`config.mk`:
```
export PLATFORM = sky130hd
export DESIGN_NAME = acc_result_fifo_flat
export DESIGN_NICKNAME = d
export VERILOG_FILES = /design/src/rtl/acc_result_fifo_if.sv /design/src/rtl/acc_result_fifo.sv /design/src/flat_wrapper.sv
export SDC_FILE = /design/constraint.sdc
export NUM_CORES = 1
export LEC_CHECK = 0
export CELL_PAD_IN_SITES_DETAIL_PLACEMENT = 0
export CELL_PAD_IN_SITES_GLOBAL_PLACEMENT = 1
export CORE_MARGIN = 5
export CORE_UTILIZATION = 42
export DETAILED_ROUTE_END_ITERATION = 7
export HOLD_SLACK_MARGIN = 0.1
export PLACE_DENSITY_LB_ADDON = 0.1
export SLEW_MARGIN = 5
export SYNTH_ARGS = -nofsm -noshare
export SYNTH_HDL_FRONTEND = slang
export SYNTH_SLANG_ARGS = --single-unit
export TNS_END_PERCENT = 20
```
`constraint.sdc`:
```
create_clock -name clk -period 2.2 [get_ports clk]
set_clock_uncertainty 0.1 [all_clocks]
set_input_delay 0.55 -clock clk [delete_from_list [all_inputs] [get_ports clk]]
set_output_delay 0.55 -clock clk [all_outputs]
set_load 0.005 [all_outputs]
```
`src/rtl/acc_result_fifo_if.sv`:
```
// Result-FIFO bus: accumulator capture side, consumer handshake side and status.
// slave = FIFO side, master = accumulator/consumer/monitor side.
interface acc_result_fifo_if #(
    parameter int DATA_W = 8,
    parameter int DEPTH  = 4
);
    localparam int AW = $clog2(DEPTH);

    logic [DATA_W-1:0] acc_out;
    logic              count_9;
    logic [DATA_W-1:0] dout;
    logic              dout_valid;
    logic              dout_ready;
    logic [AW:0]       level;
    logic              full;
    logic              empty;
    logic              overflow;
    logic              clr_ovf;
    logic [15:0]       result_count;

    modport slave (
        input  acc_out, count_9, dout_ready, clr_ovf,
        output dout, dout_valid, level, full, empty, overflow, result_count
    );

    modport master (
        output acc_out, count_9, dout_ready, clr_ovf,
        input  dout, dout_valid, level, full, empty, overflow, result_count
    );
endinterface

```
`src/rtl/acc_result_fifo.sv`:
```
// First-word-fall-through FIFO capturing 9-sample sums on count_9 strobes,
// with valid/ready drain, sticky overflow and an accepted-result counter.
module acc_result_fifo #(
    parameter int DATA_W = 8,
    parameter int DEPTH  = 4
) (
    input  logic               clk,
    input  logic               rst,
    acc_result_fifo_if.slave   bus
);
    localparam int AW = $clog2(DEPTH);
    localparam logic [AW:0] FULL_LVL = (AW+1)'(DEPTH);

    logic [DATA_W-1:0] r_mem [DEPTH];
    logic [AW-1:0]     r_wr_ptr;
    logic [AW-1:0]     r_rd_ptr;
    logic [AW:0]       r_level;
    logic              r_overflow;
    logic [15:0]       r_result_count;

    logic w_full;
    logic w_empty;
    logic w_pop;
    logic w_push;
    logic w_drop;

    // Status comes from the level counter so pointer equality never has to
    // disambiguate full from empty.
    assign w_full  = (r_level == FULL_LVL);
    assign w_empty = (r_level == '0);
    assign w_pop   = !w_empty && bus.dout_ready;
    assign w_push  = bus.count_9 && (!w_full || w_pop);
    assign w_drop  = bus.count_9 && w_full && !w_pop;

    always_ff @(posedge clk) begin
        if (rst) begin
            r_wr_ptr       <= '0;
            r_rd_ptr       <= '0;
            r_level        <= '0;
            r_overflow     <= 1'b0;
            r_result_count <= '0;
        end else begin
            if (w_push) begin
                r_wr_ptr       <= r_wr_ptr + AW'(1);
                r_result_count <= r_result_count + 16'd1;
            end
            if (w_pop)
                r_rd_ptr <= r_rd_ptr + AW'(1);
            case ({w_push, w_pop})
                2'b10:   r_level <= r_level + (AW+1)'(1);
                2'b01:   r_level <= r_level - (AW+1)'(1);
                default: r_level <= r_level;
            endcase
            // A drop in the same cycle as a clear keeps the flag set.
            if (w_drop)
                r_overflow <= 1'b1;
            else if (bus.clr_ovf)
                r_overflow <= 1'b0;
        end
    end

    // Storage is never cleared; reset only blocks the write.
    always_ff @(posedge clk) begin
        if (!rst && w_push)
            r_mem[r_wr_ptr] <= bus.acc_out;
    end

    assign bus.dout         = w_empty ? '0 : r_mem[r_rd_ptr];
    assign bus.dout_valid   = !w_empty;
    assign bus.level        = r_level;
    assign bus.full         = w_full;
    assign bus.empty        = w_empty;
    assign bus.overflow     = r_overflow;
    assign bus.result_count = r_result_count;
endmodule

```
`src/flat_wrapper.sv`:
```
// flat-port wrapper written by rule: the top's interface ports become plain ports
module acc_result_fifo_flat 
#(
    parameter int DATA_W = 8,
    parameter int DEPTH  = 4
)
  (clk, rst, bus_acc_out, bus_count_9, bus_dout_ready, bus_clr_ovf, bus_dout, bus_dout_valid, bus_level, bus_full, bus_empty, bus_overflow, bus_result_count);
  acc_result_fifo_if #(.DATA_W(DATA_W), .DEPTH(DEPTH)) bus_i ();
  input  logic clk;
  input  logic rst;
  input wire logic [$bits(bus_i.acc_out)-1:0] bus_acc_out;
  input wire logic [$bits(bus_i.count_9)-1:0] bus_count_9;
  input wire logic [$bits(bus_i.dout_ready)-1:0] bus_dout_ready;
  input wire logic [$bits(bus_i.clr_ovf)-1:0] bus_clr_ovf;
  output wire logic [$bits(bus_i.dout)-1:0] bus_dout;
  output wire logic [$bits(bus_i.dout_valid)-1:0] bus_dout_valid;
  output wire logic [$bits(bus_i.level)-1:0] bus_level;
  output wire logic [$bits(bus_i.full)-1:0] bus_full;
  output wire logic [$bits(bus_i.empty)-1:0] bus_empty;
  output wire logic [$bits(bus_i.overflow)-1:0] bus_overflow;
  output wire logic [$bits(bus_i.result_count)-1:0] bus_result_count;
  assign bus_i.acc_out = bus_acc_out;
  assign bus_i.count_9 = bus_count_9;
  assign bus_i.dout_ready = bus_dout_ready;
  assign bus_i.clr_ovf = bus_clr_ovf;
  assign bus_dout = bus_i.dout;
  assign bus_dout_valid = bus_i.dout_valid;
  assign bus_level = bus_i.level;
  assign bus_full = bus_i.full;
  assign bus_empty = bus_i.empty;
  assign bus_overflow = bus_i.overflow;
  assign bus_result_count = bus_i.result_count;
  acc_result_fifo #(.DATA_W(DATA_W), .DEPTH(DEPTH)) u_core (.clk(clk), .rst(rst), .bus(bus_i));
endmodule
```
# Word level (Yosys, flattened, before mapping)
# Memories as Yosys holds them, arrays and structs flattened. A register that Yosys moved wholly into a read port is not among the register bits.
# Cells that the tools add are included.
[classes]
n_reduce_logical = 13
add_sub_neg = 5
n_eq_ne = 3
mux = 8
[ops]
columns = ["op", "count"]
rows = [
  ["$add 16x1->16 const B", 1],
  ["$mux 8", 1],
  ["$pmux 3 s2", 1],
  ["$logic_and 1x1->1", 5],
  ["$add 2x1->2 const B", 2],
  ["$logic_not 1->1", 4],
  ["$mux 1", 4],
  ["$mux 2", 2],
  ["$reduce_bool 2->1", 2],
  ["$add 3x1->3 const B", 1],
  ["$eq 3x3->1 const B", 1],
  ["$logic_not 3->1", 1],
  ["$sub 3x1->3 const B", 1],
  ["$eq 2x1->1 const B", 1],
  ["$eq 2x2->1 const B", 1],
  ["$logic_or 1x1->1", 1],
]
[word_totals]
ram_bits = 32
output_inout_bits = 31
memories = 1
in_bits = 13
regBits = 24
elab_cells = 35
[mem_list]
columns = ["memory", "words", "width", "rd", "rd_clocked_by_memory_dff", "wr", "line", "source"]
rows = [
  ["u_core.r_mem", 4, 8, 1, 1, 1, "acc_result_fifo.sv:14", "logic [DATA_W-1:0] r_mem [DEPTH];"],
]

# Logic depth before layout (Yosys ltp)
[logic_depth]
ltp_word = 8
depth_mapped = 8
mapped_depth_nobuf = 7

# Worst setup path after synthesis
# OpenSTA, ideal clock, no wires.
[synth_timing]
path_type = "input to register"
startpoint = "in bus_dout_ready"
endpoint = "mem u_core.r_mem[0][0], enable pin"
path_buffers = 2
t_arrival_ps = 1741
setup_time_ps = 277
t_required_ps = 1823
path_slack_ps = 82
path_stages = 6
cell_sequence = "buf_2 > or4b_4 > buf_6 > nand2_2 > nor2_1 > and2_1"
[synth_via]
elab_chain_cells = 6
[synth_lines]
columns = ["element", "line", "source"]
rows = [
  ["from (decl)", "flat_wrapper.sv:13", "input wire logic [$bits(bus_i.dout_ready)-1:0] bus_dout_ready;"],
  ["$logic_and 1x1->1", "acc_result_fifo.sv:31", "assign w_pop = !w_empty && bus.dout_ready;"],
  ["$logic_or 1x1->1", "acc_result_fifo.sv:32", "assign w_push = bus.count_9 && (!w_full || w_pop);"],
  ["$logic_and 1x1->1", "acc_result_fifo.sv:32", ""],
  ["$logic_and 1x1->1", "acc_result_fifo.sv:64", "if (!rst && w_push)"],
  ["$mux 1", "acc_result_fifo.sv:64", ""],
  ["$mux 1 (implied by the code)", "acc_result_fifo.sv:65", "r_mem[r_wr_ptr] <= bus.acc_out;"],
  ["to (decl)", "acc_result_fifo.sv:14", ""],
]
# No other way between the ends.

==> flow_summary.toml <==
[pwr]
p_total_uw = 2650
leakage_uw = 0.00127
power-per-cell-area_nw_per_um2 = 776
ir_drop_mv = 0.295
p_seq_share_pct = 46.0
p_int_uw = 2000
p_comb_share_pct = 20.0
p_sw_uw = 642
p_clk_share_pct = 34.0
swShare_pct = 24.3

[synth]
synthAdderAreaFrac_pct = 3.27
synth_mux_area_share_pct = 8.02
synth_top_family_by_area = "simple AND/OR/NAND/NOR gates"
async_flop_share_pct = 0
post_synth_num_cell_types = 37
netlist_area_um2 = 2530
yosysTopAreaCell = "edfxtp_1"
synth_xor_area_share_pct = 4.16
netlist_instances = 207
postSynthAreaPerCell_um2 = 12.2
ys_dominant_reg_cell = "edfxtp_1"
yosysSeqAreaShare_pct = 58.6
synthSimpleGateAreaFrac_pct = 16.0
syn_nets = 226
synth.top_cell.area_share_pct = 38.0
ys_top_cells_by_area = "edfxtp_1 38%, dfxtp_1 21%, mux4_2 7.1%"
synth_compound_area_share_pct = 5.89
ys_ff_latch = 58
ys_warn_count = 0
synth_edf_count = 32

[setup_path]
cpPeakStageDelay_ps = 480
path_cells = "buf_12, buf_6, mux4_2, and2_4, buf_6"
critPathKind = "register to primary output"
cpMostUsedCell = "buf_6"
path_buf_inv = 3
reg2reg_depth = 8
cp_top_family = "multiplexers"
r2r_end = "u_core.bus.level[1]$_SDFFE_PP0P_"
crit_cells = 5
worstSetupStartpointType = "register"
critPathCaptureType = "primary output"
critical_path_arrival_ps = 1610
reg2reg_slack_ps = 180
worstPathMaxFanout = 5
crit_required_ps = 1550
critPathSlowestCell = "mux4_2"
r2r_start = "u_core.bus.level[0]$_SDFFE_PP0P_"

[grt]
grt_pass1_vias = 1734
grtUsageTotal_pct = 14.4
grt_pass1_wl_um = 8310
grt_max_degree = 27
grt-ovfl-total = 0
antenna_found_initial = 0

[timing]
fmax_ghz = 0.442
timing.final.ws_setup_ps = -62.0
hold_violations = 0
finalSetupTns_ps = -385
rsz0062_at_grt = "yes"
tightest_slew_ps = 428
slew_headroom_pct = 71.5
period_minus_slack_ps = 2260
fin_crit_sh_pct = 103
drv_slew = 0
setup_viol_count_final = 7

[finish]
areaGrowthSynthToFinish_pct = 34.7
diodes = 0
nets = 293
stdcell_count = 354
final_core_util_pct = 57.9
drive_above_1_share_pct = 25.1
fillers = 518

[clock_tree]
clockRootBuffer = "clkbuf_8"
clock_latency_ps = 320
clkSinkCount = 58
cts_tree = "done"
cts_buffer_depth = 2
cts_buffers = 9
htreeDepth = 3
clkTransAtPathRegs_ps = 70

[routing]
wire_per_inst_um = 14.0
dr.first_iter.drc_count = 58
dr.pass1.iters = 4
drc = 0
num_vias = 1736
ant_nets = 0
drt_wl_total_um = 4940
viasPerCell = 4.90

[floorplanning]
die_area_um2 = 7670
start_util_pct = 43.0
fp.dieW_um = 87.6
rows = 28
ios = 44
core_um2 = 5890
fp.dieH_um = 87.6

[flow_run]
drv_cap = 0

[placement]
pre_cts_ws_ps = -385
placed_cells_incl_taps = 332
place_congestion = 0.770
dpl.hpwl_um = 3470
portBuffers = 43

[worst_hold_path]
holdCritPathClass = "register to register"
worstHoldEndpoint = "u_core.bus.overflow$_SDFFE_PP0P_"
hp-start = "u_core.bus.overflow$_SDFFE_PP0P_"
holdPathStages = 2

[status]
status = "finished, violations left"
violations = "negative setup slack"
-- layout make-up --
class	count	area [um^2]	share of cell area (%)
sequential	58	1480	43.6
multi-input combinational	128	960	28.2
timing repair buffer	70	653	19.2
clock buffer	12	165	4.85
tap	75	93.8	2.75
inverter	7	26.3	0.771
clock inverter	4	25.0	0.734
-- worst register-to-register path: cells and delay by family (launching register included) --
kind	cells	cell delay, ps
adders and majority gates	1	440
and+or+nand+nor	2	180
DFF	1	330
buffers and inverters	2	240
AOI/OAI and AO/OA	3	640
-- Yosys cell counts, drive strengths merged (3+ instances only) --
| master | n |
|---|---|
| a21oi | 13 |
| and2 | 13 |
| and3 | 3 |
| buf | 8 |
| clkbuf | 6 |
| dfxtp | 26 |
| edfxtp | 32 |
| ha | 5 |
| inv | 7 |
| mux4 | 8 |
| nand2 | 8 |
| nand3 | 9 |
| nand4 | 4 |
| nor2 | 19 |
| o21ai | 8 |
| or3 | 7 |
| xnor2 | 3 |
| xor2 | 9 |
-- how the worst max path moves through the flow --
stage,from,to,slack [ps]
after floorplan,bus_dout_ready,u_core.r_mem[0][0]$_DFFE_PP_,80
after global placement,bus_dout_ready,u_core.bus.level[1]$_SDFFE_PP0P_,-290
after detailed placement,bus_dout_ready,u_core.bus.level[1]$_SDFFE_PP0P_,-380
after CTS,register,bus_dout[7],-90
after global routing,register,bus_dout[5],-140
final,register,bus_dout[7],-60
-- registers in the layout, summed over array words and instances (netlist names), named ones only --
signal / cells
u_core.bus.level: 3
u_core.bus.overflow: 1
u_core.bus.result_count: 16
u_core.r_mem: 32
u_core.r_rd_ptr: 2
u_core.r_wr_ptr: 2
-- placed cells by master, fill, tap and decap left out, types with 2 or more instances in the layout --
master / n
edfxtp_1: 32
clkdlybuf4s50_1: 31
dfxtp_1: 24
buf_4: 23
nor2_1: 19
a21oi_1: 13
clkbuf_8: 12
and2_1: 11
xor2_1: 9
nand3_1: 9
mux4_2: 8
o21ai_0: 8
nand2_1: 7
or3_1: 6
inv_1: 5
ha_1: 5
buf_2: 5
nand4_1: 4
and3_1: 3
xnor2_1: 3
dlymetal6s2s_1: 3
buf_6: 3
buf_12: 3
inv_2: 2
and2_4: 2
o31ai_1: 2
and4_1: 2
nand2b_1: 2
dfxtp_2: 2
clkinv_2: 2
clkinvlp_4: 2
-- cells by family after synthesis --
group / after synthesis
and+or+nand+nor: 74
DFF: 58
AOI/OAI and AO/OA: 26
buffers and inverters: 21
xor gates and xnor gates: 12
muxes: 10
adders and majority gates: 6
-- power groups by stage --
| stage | logic (uW) | clock network [uW] | registers [uW] |
|---|---|---|---|
| 2_1_floorplan | 248 | 0 | 1230 |
| 3_3_place_gp | 486 | 0 | 1240 |
| 3_5_place_dp | 486 | 0 | 1240 |
| 4_1_cts | 517 | 925 | 1220 |
| 5_1_grt | 585 | 993 | 1220 |
| 6_report | 530 | 900 | 1220 |
-- layer usage --
layer | GRT usage (%) | up-vias | wire [um]
li1 | - | 888 | -
met1 | 19.0 | 805 | 2320
met2 | 21.9 | 36 | 2300
met3 | 4.52 | 7 | 249
met4 | 6.28 | 0 | 72
met5 | 0 | - | 0
-- metrics by stage --
step / hold slack [ps] / instance area [um^2]
floorplan: 366 / 2530
global placement: 363 / 3160
detailed placement: 367 / 3160
CTS: 379 / 3380
global route: 412 / 3410
finish: 376 / 3410
-- timing repair --
action,4_1_cts,5_1_grt
pin swaps,10,0
endpoints found under the setup margin,12,12
resized for setup,36,11
hold buffers,0,0
setup buffers,6,0
(Power assumes the default switching activity.)
